===== src/rtl/sign_packer.sv =====
// Narrows 8-bit signed samples to saturated 2-bit fields and packs four per word
// into a one-deep registered output. A partial word can be flushed out early.
module sign_packer (
  input  logic       clk,
  input  logic       reset,
  input  logic       in_valid,
  input  logic [7:0] in_data,
  output logic       in_ready,
  input  logic       flush,
  output logic       out_valid,
  output logic [7:0] out_data,
  output logic [3:0] out_sat,
  output logic [2:0] out_count,
  input  logic       out_ready
);

  logic [1:0] cnt_q, cnt_d;
  logic [7:0] acc_data_q, acc_data_d;
  logic [3:0] acc_sat_q, acc_sat_d;
  logic       out_valid_q, out_valid_d;
  logic [7:0] out_data_q, out_data_d;
  logic [3:0] out_sat_q, out_sat_d;
  logic [2:0] out_count_q, out_count_d;

  logic signed [7:0] in_s;
  logic [1:0] field;
  logic       field_sat;
  logic       slot_free;
  logic       accept;
  logic [7:0] merged_data;
  logic [3:0] merged_sat;
  logic [2:0] total;
  logic       word_full;
  logic       flush_ok;

  assign in_s      = in_data;
  assign slot_free = !out_valid_q || out_ready;
  assign in_ready  = (cnt_q != 2'd3) || slot_free;
  assign accept    = in_valid && in_ready;

  always_comb begin
    field     = in_data[1:0];
    field_sat = 1'b0;
    if (in_s > 8'sd1) begin
      field     = 2'b01;
      field_sat = 1'b1;
    end else if (in_s < -8'sd2) begin
      field     = 2'b10;
      field_sat = 1'b1;
    end
  end

  // Merged view includes this cycle's sample so a flush in the same cycle emits it.
  always_comb begin
    merged_data = acc_data_q;
    merged_sat  = acc_sat_q;
    if (accept) begin
      merged_data[{cnt_q, 1'b0} +: 2] = field;
      merged_sat[cnt_q]               = field_sat;
    end
    total     = {1'b0, cnt_q} + {2'b00, accept};
    word_full = accept && (cnt_q == 2'd3);
    flush_ok  = flush && slot_free && !word_full && (total != 3'd0);
  end

  always_comb begin
    cnt_d       = cnt_q;
    acc_data_d  = acc_data_q;
    acc_sat_d   = acc_sat_q;
    out_valid_d = out_valid_q;
    out_data_d  = out_data_q;
    out_sat_d   = out_sat_q;
    out_count_d = out_count_q;
    if (word_full || flush_ok) begin
      out_valid_d = 1'b1;
      out_data_d  = merged_data;
      out_sat_d   = merged_sat;
      out_count_d = total;
      cnt_d       = 2'd0;
      acc_data_d  = 8'h00;
      acc_sat_d   = 4'h0;
    end else begin
      if (out_ready) out_valid_d = 1'b0;
      if (accept) begin
        cnt_d      = cnt_q + 2'd1;
        acc_data_d = merged_data;
        acc_sat_d  = merged_sat;
      end
    end
  end

  always_ff @(posedge clk) begin
    if (reset) begin
      cnt_q       <= 2'd0;
      acc_data_q  <= 8'h00;
      acc_sat_q   <= 4'h0;
      out_valid_q <= 1'b0;
      out_data_q  <= 8'h00;
      out_sat_q   <= 4'h0;
      out_count_q <= 3'd0;
    end else begin
      cnt_q       <= cnt_d;
      acc_data_q  <= acc_data_d;
      acc_sat_q   <= acc_sat_d;
      out_valid_q <= out_valid_d;
      out_data_q  <= out_data_d;
      out_sat_q   <= out_sat_d;
      out_count_q <= out_count_d;
    end
  end

  assign out_valid = out_valid_q;
  assign out_data  = out_data_q;
  assign out_sat   = out_sat_q;
  assign out_count = out_count_q;

endmodule


===== config.mk =====
export PLATFORM = sky130hd
export DESIGN_NAME = sign_packer
export DESIGN_NICKNAME = d
export VERILOG_FILES = /design/src/rtl/sign_packer.sv
export SDC_FILE = /design/constraint.sdc
export NUM_CORES = 1
export LEC_CHECK = 0
export ABC_AREA = 1
export BUFFER_PORTS_ARGS = -buffer_cell sky130_fd_sc_hd__buf_2
export CORE_MARGIN = 4
export CORE_UTILIZATION = 50
export DETAILED_ROUTE_END_ITERATION = 6
export PLACE_DENSITY = 0.82
export SYNTH_ARGS = -nofsm -noshare
export SYNTH_HDL_FRONTEND = slang
export SYNTH_SLANG_ARGS = --single-unit

===== constraint.sdc =====
create_clock -name clk -period 2.8 [get_ports clk]
set_input_delay 0.42 -clock clk [delete_from_list [all_inputs] [get_ports clk]]
set_output_delay 0.42 -clock clk [all_outputs]
set_load 0.01 [all_outputs]

* Yosys cells after proc, flatten, opt, wreduce, memory -nomap -nowiden *
Index checks and enable logic that the tools add are counted.

word-level totals
  flip-flop bits (word level) = 30
  logic and storage cells = 44
  output and inout bits = 17

operators by class
  multiplexer cells = 12
  add/sub/neg operators = 3
  reductions and logical operators = 14
  shifts and indexed selects = 2
  order comparisons = 4
  eq/ne operators = 2

operators by type and width
  operator                                                            count
  bitwise mux 8 bit                                                   1
  > comparator 8 x 2 -> 1 bit (second input constant)                 1
  < comparator 8 x 2 -> 1 bit (second input constant)                 1
  2-to-1 mux 8 bit                                                    1
  variable shift 2 x 5 -> 8 bit (first input constant)                1
  indexed part select 2 x 5 -> 8 bit                                  1
  logical AND 1 bit                                                   6
  2-to-1 mux 1 bit                                                    5
  negator 3 -> 5 bit                                                  1
  bitwise mux 4 bit                                                   1
  2-to-1 mux 2 bit                                                    2
  2-to-1 mux 4 bit                                                    1
  adder 2 x 1 -> 3 bit                                                1
  logical OR 1 bit                                                    3
  < comparator 2 x 3 -> 1 bit (second input constant)                 1
  nonzero test 3 bit                                                  1
  adder 2 x 1 -> 2 bit (second input constant)                        1
  demux 1 bit (select 2 bit)                                          1
  equality test 2 bit (second input constant)                         1
  greater-or-equal comparator 2 x 1 -> 1 bit (second input constant)  1
  zero test 1 bit                                                     2
  != test 2 bit (second input constant)                               1
  nonzero test 2 bit                                                  1
  OR reduction 2 bit                                                  1

* Longest topological paths before layout *
Gate-level depths: netlist of the first run.

  depth after elaboration = 10
  gate-level depth with buffers = 15
  gate-level depth less buffers = 14

* Worst setup path before layout of the first run *
No wires, ideal clock.

  path type = reg-to-reg
  start point = register cnt_q[0]
  end point = register out_sat_q[0], in the netlist out_sat[0]
  slack = 523 ps
  setup time = 67 ps
  stages on the path, launching flop included = 16
  path buffers = 1
  arrival time = 2,209 ps
  cell sequence = dfxtp_1 ha_1 nand3_2 nand2_4 inv_6 ha_1 ha_1 inv_1 nand3_1 nand3_1 nand2_4 inv_4 nor2_8 inv_2 buf_6 o21ai_2

on the way
  elaborated cells between the ends (all ways) = 18

RTL lines
  item                    RTL line  RTL
  from (decl)             17        logic [1:0] cnt_q, cnt_d;
  from (signal assigned)  102       cnt_q <= cnt_d;
  != test 2 bit           38        assign in_ready = (cnt_q != 2'd3) || slot_free;
  logical OR 1 bit        38
  named net in_ready      8         output logic in_ready,
  logical AND 1 bit       39        assign accept = in_valid && in_ready;
  adder 2 x 1 -> 3 bit    61        total = {1'b0, cnt_q} + {2'b00, accept};
  named net total[1]      32        logic [2:0] total;
  nonzero test 3 bit      63        flush_ok = flush && slot_free && !word_full && (total != 3'd0);
  logical AND 1 bit       63
  logical OR 1 bit        74        if (word_full || flush_ok) begin
  to (signal assigned)    107       out_sat_q <= out_sat_d;
  to (decl)               22        logic [3:0] out_sat_q, out_sat_d;

The timed path passes the listed nets, and every way through them passes these cells.
A chain may end at the register's enable or synchronous reset.

* Worst setup path after layout of the first run *
  start point = register cnt_q[0]
  end point = register out_sat_q[3], in the netlist out_sat[3]

on the way
  elaborated cells between the ends (all ways) = 18

RTL lines
  item                    RTL line
  != test 2 bit           38
  logical OR 1 bit        38
  logical AND 1 bit       39
  adder 2 x 1 -> 3 bit *  61
  named net total[1]      32
  nonzero test 3 bit *    63
  logical AND 1 bit *     63
  logical OR 1 bit *      74

The timed path passes the listed nets; every way through them passes the cells marked *.

==> run_results.csv, run 1 <==
group,metric,value,unit
clock_network,cts_tree,"done",
sta,final.setup.tns,0,ns
sta,final_max_slew_viol_count,0,
clock_network,cts_setup_buffers,0,
floorplanning,ios,30,
setup_path,reg2reg_to,"out_sat[3]$_SDFFE_PP0P_",
clock_network,cts_sinks,30,
setup_path,crit_family,"adder cells",
clock_network,clock_latency,0.34,ns
route,post_drt_wl_per_cell,11.8,µm
sta,fin_crit_sh,89.1,%
pwr,internal-power,602,µW
yosys,syn_area_per_cell,7.93,µm²
pwr,totalPowerFinal,855,µW
grt,first_global_vias,1163,
setup_path,r2r_slack,0.31,ns
floorplanning,die_w,61.3,µm
yosys,ys_types,24,
sta,rsz0062_at_grt,"false",
clock_network,cts_resized,0,
grt,grt-ovfl-total,0,
yosys,synth_top_flop_cell,"dfxtp_1",
yosys,synth_top_cell_by_area,"dfxtp_1",
pwr,clockPowerShare,32.3,%
clock_network,clockBufferDepth,2,
grt,track_usage,18.0,%
final_layout,syn_to_final_growth,15.3,%
floorplanning,core-area,0.00273,mm²
route,num_vias,1209,
sta,setup_viol,0,
grt,antenna_found_initial,0,
route,drt_wl_total,2870,µm
grt,grt_max_degree,18,
pwr,pwr-share-seq,52.4,%
floorplanning,start_util,51.9,%
setup_path,arrival,2.71,ns
sta,worst_pin_slew,0.317,ns
hold_path,min_path_cells,3,
clock_network,hold_buffers,0,
setup_path,worstRegToRegCells,14,
pwr,pwr-share-comb,15.3,%
setup_path,path_buf_inv,4,
yosys,synth_common_cells,"nand2_1, dfxtp_1, inv_1, nor2_1, o21ai_2",
route,drcViolationCount,0,
final_layout,nFillCells,257,
placement,place_congestion,0.847,
final_layout,antenna_cells,0,
setup_path,path_cells,"ha_1, nand3_2, nand2_4, inv_6, ha_1, ha_1, inv_1, nand3_1, nand3_1, nand2_4, inv_4, nor2_8, inv_2, o21ai_0",
pwr,p_sw,253,µW
placement,port_buffers,29,
placement,dp.cells,236,
final_layout,nets,233,
sta,setup_slack,0.306,ns
route,first_iter_violations,35,
yosys,synth_cells,179,
hold_path,min_to,"acc_data_q[1]$_SDFFE_PP0N_",
setup_path,cp_max_fo,11,
setup_path,crit_type,"reg2reg",
setup_path,critPathCaptureType,"register",
placement,dpl.hpwl,2190,µm
setup_path,setup.worst_path.start_class,"register",
sta,slew_headroom,78.8,%
hold_path,min_path_type,"in2reg",
final_layout,drive_gt1_share,27.7,%
yosys,ys_warn_count,0,
pwr,switching_share,29.6,%
yosys,synth_nets,200,
outcome,outcome,"complete, no violations",
floorplanning,dieArea,0.00376,mm²
grt,grt_pass1_wl,4850,µm
yosys,ys_ff_latch,30,
yosys,synth_top_area_share,42.3,%
yosys,synth.area.top_cells,"dfxtp_1, nand2_1, ha_1, o21ai_2, inv_1",
route,final_antenna_net_count,0,
yosys,synth_area,0.00142,mm²
clock_network,cts_htree_levels,2,
yosys,async_flop_share,0,%
yosys,synth.most_common_cell,"nand2_1",
yosys,ys_seq_area_share,42.3,%
setup_path,r2r_start,"cnt_q[0]$_SDFFE_PP0N_",
pwr,leakagePower,0.808,nW
setup_path,crit_top_cell,"ha_1",
hold_path,min_from,"in_data[7]",
pwr,power_density,522,mW/mm²
final_layout,ff_latch_area,601,µm²
final_layout,finalNonFillerCells,244,
setup_path,worstPathRequired,3.02,ns
sta,fin_crit,2.49,ns
route,via_per_inst,4.95,
job,cap_violations,0,
route,dr.pass1.iters,4,
pwr,peakVddDrop,384,µV
setup_path,slowest_delay,0.47,ns
final_layout,multi_input_area,688,µm²
floorplanning,rows,19,
floorplanning,fp.dieH,61.3,µm
clock_network,cts_inserted_buffers,5,
clock_network,cts-root-buf,"clkbuf_4",
sta,hold_slack,0.427,ns
clock_network,path_clk_slew,0.10,ns
sta,fin_skew,0.0120,ns
sta,finalHoldViolCount,0,
placement,dp_worst_setup_slack,0.263,ns
sta,clock.fmax,401,MHz
setup_path,cp_slowest_cell,"dfxtp_1",
yosys,synth_edf_count,0,
-- placed cells by master, fill, tap and decap left out, types with 2 or more instances in the layout --
master,instances
nand2_4,2
ha_1,8
nand4_1,4
o21ai_2,10
nand2_1,52
o21ai_0,5
nor2_1,18
inv_2,2
inv_1,21
a21oi_1,4
dfxtp_1,30
a21oi_2,2
clkbuf_4,5
nor3_1,2
nor2_8,2
buf_2,29
a22oi_1,3
nand3_1,5
-- metal layers --
metal / vias to the layer above / global-route usage (%) / wire length [µm]
met3: 9 / 6.29 / 157
met1: 540 / 20.3 / 1260
li1: 628 / - / -
met2: 32 / 30.4 / 1360
met4: 0 / 8.67 / 87
met5: - / 0 / 0
-- logic make-up (layout without fill, tap and decap cells) --
group	after synthesis	in the layout	synth area share [%]
simple gates	88	88	28.7
flops	30	30	42.3
buf+inv	28	62	9.25
compound gates	25	25	12.7
fa+ha+maj	8	8	7.05
-- layout make-up --
class	instances	area share, %
Timing Repair Buffer	29	8.86
Tap cell	31	2.37
Multi-Input combinational cell	121	42.0
Inverter	25	6.19
Clock buffer	6	3.13
Clock inverter	2	0.764
Sequential cell	30	36.7
-- power by group through the flow --
stage | Sequential, mW | Combinational, mW | Clock, mW
finish | 0.449 | 0.131 | 0.276
CTS | 0.449 | 0.132 | 0.285
floorplan | 0.460 | 0.0959 | 0
global placement | 0.458 | 0.128 | 0
detailed placement | 0.458 | 0.131 | 0
global route | 0.451 | 0.147 | 0.306
-- sequential cells by signal, summed over array words and instances (netlist names) --
register and cells:
out_sat 4, acc_sat_q 4, out_count 3, acc_data_q 8, out_data 8, out_valid 1, cnt_q 2
-- through the flow --
| stage | area (µm²) | util (%) |
|---|---|---|
| 2_1_floorplan | 1420 | - |
| 3_3_place_gp | 1570 | 57.6 |
| 3_5_place_dp | 1570 | 57.6 |
| 4_1_cts | 1640 | 59.9 |
| 5_1_grt | 1640 | 59.9 |
| 6_report | 1640 | 59.9 |
-- worst max path at each step --
stage / from / endpoint / slack (ns) / cells after the start
after floorplan: cnt_q[0]$_SDFFE_PP0N_ / out_sat[0]$_SDFFE_PP0P_ / 0.52 / 15
after global routing: cnt_q[0]$_SDFFE_PP0N_ / out_sat[3]$_SDFFE_PP0P_ / 0.03 / 14
after CTS: cnt_q[0]$_SDFFE_PP0N_ / out_sat[3]$_SDFFE_PP0P_ / 0.27 / 14
final: cnt_q[0]$_SDFFE_PP0N_ / out_sat[3]$_SDFFE_PP0P_ / 0.31 / 14
after global placement: cnt_q[0]$_SDFFE_PP0N_ / out_sat[3]$_SDFFE_PP0P_ / 0.37 / 14
after detailed placement: cnt_q[0]$_SDFFE_PP0N_ / out_sat[3]$_SDFFE_PP0P_ / 0.26 / 14
-- worst min-delay path: stages --
cell,delay [ns]
buf_2,0.11
a22oi_1,0.10
nor2_1,0.09
No activity file was read; power rests on OpenSTA's default activity.
==> run 2: changes to the inputs <==
--- a/config.mk
+++ b/config.mk
@@ -9,6 +9,7 @@
 export BUFFER_PORTS_ARGS = -buffer_cell sky130_fd_sc_hd__buf_2
 export CORE_MARGIN = 4
 export CORE_UTILIZATION = 50
+export CTS_BUF_LIST = sky130_fd_sc_hd__clkbuf_16
 export DETAILED_ROUTE_END_ITERATION = 6
 export PLACE_DENSITY = 0.82
 export SYNTH_ARGS = -nofsm -noshare
==> run 2 against run 1 <==
  * Via count is 0.50% lower
  * Setup slack worse by 0.020 ns
  * Register-to-register slack worse by 0.02 ns
  * Largest cell class unchanged
  * Highest routed layer unchanged
==> run_results.csv, run 2 (synthesis results as in run 1) <==
group,metric,value,unit
outcome,outcome,"complete, no violations",
setup_path,setup.worst_path.start_class,"register",
clock_network,cts_setup_buffers,0,
sta,rsz0062_at_grt,"false",
clock_network,cts_inserted_buffers,5,
placement,place_congestion,0.847,
floorplanning,rows,19,
setup_path,worstPathRequired,3.01,ns
clock_network,clockBufferDepth,2,
grt,track_usage,18.5,%
placement,dpl.hpwl,2190,µm
sta,fin_crit_sh,89.8,%
setup_path,crit_type,"reg2reg",
setup_path,critPathCaptureType,"register",
clock_network,cts-root-buf,"clkbuf_16",
clock_network,cts_resized,0,
final_layout,final_cell_mix,"nand2_1, dfxtp_1, buf_2, inv_1, nor2_1",
final_layout,design_area,0.00172,mm²
pwr,internal-power,807,µW
route,num_vias,1203,
sta,final_max_slew_viol_count,0,
clock_network,clock_latency,0.28,ns
final_layout,drive_gt1_share,27.2,%
pwr,switching_share,26.0,%
final_layout,final_common_cell,"nand2_1",
route,first_iter_violations,53,
sta,fin_crit,2.51,ns
grt,grt_max_degree,18,
route,drcViolationCount,0,
pwr,clockPowerShare,46.6,%
route,dr.pass1.iters,4,
grt,first_global_vias,1163,
floorplanning,fp.dieH,61.3,µm
sta,slew_headroom,79.6,%
placement,dp_worst_setup_slack,0.263,ns
sta,setup_viol,0,
pwr,leakagePower,0.842,nW
grt,antenna_found_initial,0,
sta,setup_slack,0.286,ns
sta,worst_pin_slew,0.303,ns
sta,finalHoldViolCount,0,
sta,fin_skew,0.00378,ns
clock_network,cts_htree_levels,2,
final_layout,nets,233,
route,post_drt_wl_per_cell,12.1,µm
pwr,peakVddDrop,596,µV
final_layout,fin_util,62.8,%
pwr,power_density,635,mW/mm²
route,via_per_inst,4.93,
setup_path,arrival,2.72,ns
grt,grt-ovfl-total,0,
floorplanning,ios,30,
floorplanning,core-area,0.00273,mm²
setup_path,cp_max_fo,17,
grt,grt_pass1_wl,4950,µm
pwr,pwr-share-comb,12.1,%
clock_network,cts_tree,"done",
sta,clock.fmax,398,MHz
clock_network,path_clk_slew,0.05,ns
route,drt_wl_total,2950,µm
route,final_antenna_net_count,0,
placement,placed_area,0.00157,mm²
final_layout,antenna_cells,0,
floorplanning,start_util,51.9,%
final_layout,syn_to_final_growth,21.0,%
job,cap_violations,0,
floorplanning,dieArea,0.00376,mm²
pwr,pwr-share-seq,41.2,%
floorplanning,die_w,61.3,µm
pwr,p_sw,284,µW
hold_path,min_path_type,"reg2reg",
sta,final.setup.tns,0,ns
placement,port_buffers,29,
clock_network,hold_buffers,0,
clock_network,cts_sinks,30,
==> run 2: cell count changes in the layout (fill, tap and decap cells not counted), sizes merged <==
cell | before | now
clkbuf | 6 | 5
clkinv | 1 | 2
==> run 2: through the flow <==
| step | power, mW | hold WS, ns | cells |
|---|---|---|---|
| final | 1.09 | 0.445 | 244 |
| after global routing | 1.13 | 0.471 | 244 |
| after CTS | 1.10 | 0.448 | 244 |
| after detailed placement | 0.590 | 0.436 | 236 |
| after global placement | 0.587 | 0.438 | 236 |
| after floorplan | 0.556 | 0.438 | 179 |
==> run 2: final cells by class <==
| type | count | area, µm² |
|---|---|---|
| flip-flops and latches | 30 | 601 |
| repair buffers | 29 | 145 |
| fillers | 243 | 1020 |
| clock buffers | 5 | 125 |
| inverters | 25 | 104 |
| multi-input cells | 121 | 688 |
| well taps | 31 | 38.8 |
| clock inverters | 3 | 16.3 |
==> run 2: routing by layer <==
metal	global-route usage, %	share of wire, %	up-vias
met5	0	0	-
met4	8.36	1.8	0
met3	5.03	8.0	6
met2	32.2	48	39
met1	20.9	42	528
li1	-	-	630
==> run 2: worst max-delay path: stages (launching register included) <==
cell and delay [ns]:
dfxtp_1 0.46, ha_1 0.25, nand3_2 0.12, nand2_4 0.13, inv_6 0.06, ha_1 0.18, ha_1 0.26, inv_1 0.09
nand3_1 0.08, nand3_1 0.14, nand2_4 0.10, nor2_8 0.23, inv_2 0.18, a21oi_1 0.15
==> run 2: worst paths after layout <==
check / to / depth (start not counted) / slack [ns] / startpoint
min: out_data[2]$_SDFFE_PP0P_ / 2 / 0.45 / out_data[2]$_SDFFE_PP0P_
max reg2reg: acc_data_q[2]$_SDFFE_PP0N_ / 13 / 0.29 / cnt_q[0]$_SDFFE_PP0N_
max: acc_data_q[2]$_SDFFE_PP0N_ / 13 / 0.29 / cnt_q[0]$_SDFFE_PP0N_
min reg2reg: out_data[2]$_SDFFE_PP0P_ / 2 / 0.45 / out_data[2]$_SDFFE_PP0P_
==> run 2: power by group through the flow <==
stage / clock (mW) / sequential [mW] / combinational (mW)
floorplan: 0 / 0.460 / 0.0959
global placement: 0 / 0.458 / 0.128
detailed placement: 0 / 0.458 / 0.131
CTS: 0.517 / 0.450 / 0.132
global route: 0.535 / 0.451 / 0.149
finish: 0.509 / 0.450 / 0.132
==> run 3: changes to the inputs <==
--- a/config.mk
+++ b/config.mk
@@ -8,10 +8,10 @@
 export ABC_AREA = 1
 export BUFFER_PORTS_ARGS = -buffer_cell sky130_fd_sc_hd__buf_2
 export CORE_MARGIN = 4
-export CORE_UTILIZATION = 50
+export CORE_UTILIZATION = 45
 export CTS_BUF_LIST = sky130_fd_sc_hd__clkbuf_16
 export DETAILED_ROUTE_END_ITERATION = 6
-export PLACE_DENSITY = 0.82
+export PLACE_DENSITY = 0.76
 export SYNTH_ARGS = -nofsm -noshare
 export SYNTH_HDL_FRONTEND = slang
 export SYNTH_SLANG_ARGS = --single-unit
==> run 3 against run 2 <==
  * Final area rose by 1.7%
  * Maximum frequency is 0.15% higher
  * Combinational power is essentially flat
  * Critical path depth up 1
  * Clock skew is 0.0017 ns lower
  * Setup slack improved by 0.0038 ns
  * Register-to-register slack hardly changed
  * Sequential power about the same
  * Wire length decreased by 1.7%
  * Hold slack better by 0.0018 ns
  * Count of clock-buffer cells in the layout stayed put
  * Largest cell class unchanged
==> run_results.csv, run 3 (synthesis results as in run 1) <==
group,metric,value,unit
outcome,outcome,"complete, no violations",
setup_path,critPathCaptureType,"register",
pwr,internal-power,809,µW
placement,place_congestion,0.841,
sta,hold_slack,0.447,ns
final_layout,syn_to_final_growth,23.0,%
clock_network,cts_htree_levels,2,
route,first_iter_violations,27,
pwr,power_density,622,mW/mm²
grt,grt-ovfl-total,0,
sta,final_max_slew_viol_count,0,
floorplanning,ios,30,
pwr,pwr-share-comb,12.3,%
route,final_antenna_net_count,0,
pwr,peakVddDrop,333,µV
grt,track_usage,16.3,%
setup_path,cp_max_fo,11,
placement,dpl.hpwl,2210,µm
final_layout,final_cell_mix,"nand2_1, dfxtp_1, buf_2, inv_1, nor2_1",
grt,antenna_found_initial,0,
sta,rsz0062_at_grt,"false",
sta,clock.fmax,398,MHz
floorplanning,start_util,46.9,%
sta,fin_crit_sh,89.7,%
route,drt_wl_total,2900,µm
sta,finalHoldViolCount,0,
sta,setup_viol,0,
route,wl_met3,131,µm
clock_network,cts_setup_buffers,0,
job,cap_violations,0,
pwr,switching_share,25.6,%
final_layout,nFillCells,300,
floorplanning,die_w,64.2,µm
grt,first_global_vias,1169,
clock_network,cts_sinks,30,
placement,port_buffers,29,
pwr,clockPowerShare,46.4,%
sta,final.setup.tns,0,ns
route,wl_met2,1360,µm
route,met1Wirelength,1340,µm
route,via_per_inst,4.59,
floorplanning,fp.dieH,64.2,µm
route,post_drt_wl_per_cell,11.2,µm
pwr,p_sw,278,µW
final_layout,final_common_cell,"nand2_1",
clock_network,cts_tree,"done",
pwr,pwr-share-seq,41.3,%
setup_path,crit_type,"reg2reg",
sta,worst_pin_slew,0.304,ns
floorplanning,dieArea,0.00412,mm²
sta,fin_crit,2.51,ns
route,routed.top_layer,"met4",
clock_network,cts_resized,0,
final_layout,nets,235,
floorplanning,core-area,0.00303,mm²
clock_network,path_clk_slew,0.05,ns
grt,grt_pass1_wl,5120,µm
floorplanning,rows,20,
clock_network,cts_inserted_buffers,5,
route,dr.pass1.iters,4,
final_layout,drive_gt1_share,27.9,%
sta,slew_headroom,79.5,%
route,num_vias,1188,
pwr,leakagePower,0.851,nW
clock_network,hold_buffers,0,
setup_path,setup.worst_path.start_class,"register",
setup_path,arrival,2.66,ns
grt,grt_max_degree,14,
clock_network,clockBufferDepth,2,
clock_network,cts-root-buf,"clkbuf_16",
final_layout,antenna_cells,0,
route,drcViolationCount,0,
hold_path,min_path_type,"reg2reg",
sta,fin_skew,0.00208,ns
setup_path,worstPathRequired,2.95,ns
clock_network,clock_latency,0.27,ns
-- run 3: final timing paths --
check,slack [ns],depth (start not counted),endpoint,startpoint
max reg2reg,0.29,14,out_sat[3]$_SDFFE_PP0P_,cnt_q[0]$_SDFFE_PP0N_
min,0.45,2,out_data[4]$_SDFFE_PP0P_,out_data[4]$_SDFFE_PP0P_
max,0.29,14,out_sat[3]$_SDFFE_PP0P_,cnt_q[0]$_SDFFE_PP0N_
min reg2reg,0.45,2,out_data[4]$_SDFFE_PP0P_,out_data[4]$_SDFFE_PP0P_
-- run 3: worst max-delay path, cell delays in order (launching register included) --
cell and delay, ns:
dfxtp_1 0.47, ha_1 0.25, nand3_2 0.12, nand2_4 0.13, inv_6 0.06, ha_1 0.18
ha_1 0.26, inv_1 0.09, nand3_1 0.08, nand3_1 0.14, nand2_4 0.10, inv_4 0.09
nor2_8 0.04, inv_2 0.25, o21ai_0 0.13
-- run 3: layer usage --
layer,global-route usage [%],up-vias
li1,-,634
met1,19.2,527
met2,25.9,20
met3,5.45,7
met4,8.71,0
met5,0,-
-- run 3: power by group through the flow --
| stage | combinational, mW | sequential (mW) | clock (mW) |
|---|---|---|---|
| 2_1_floorplan | 0.0959 | 0.460 | 0 |
| 3_3_place_gp | 0.133 | 0.457 | 0 |
| 6_report | 0.134 | 0.449 | 0.504 |
| 4_1_cts | 0.136 | 0.449 | 0.518 |
| 3_5_place_dp | 0.136 | 0.458 | 0 |
| 5_1_grt | 0.154 | 0.450 | 0.537 |
-- run 3: final cells by class --
cell class | instances | area (µm²) | area share, %
clock buffer | 5 | 125 | 7.16
clock inverter | 3 | 16.3 | 0.931
inverter | 25 | 101 | 5.80
multi-input combinational | 121 | 688 | 39.4
sequential | 30 | 601 | 34.4
tap | 44 | 55.1 | 3.15
timing repair buffer | 31 | 160 | 9.17
-- run 3: metrics by stage --
stage | utilization (%) | std cells | area (µm²) | power (mW) | setup WS [ns]
after floorplan | - | 179 | 1420 | 0.556 | 0.523
after global placement | 53.0 | 251 | 1610 | 0.591 | 0.367
after detailed placement | 53.0 | 251 | 1610 | 0.593 | 0.255
after CTS | 57.7 | 259 | 1750 | 1.10 | 0.264
after global routing | 57.7 | 259 | 1750 | 1.14 | 0.0392
final | 57.7 | 259 | 1750 | 1.09 | 0.290
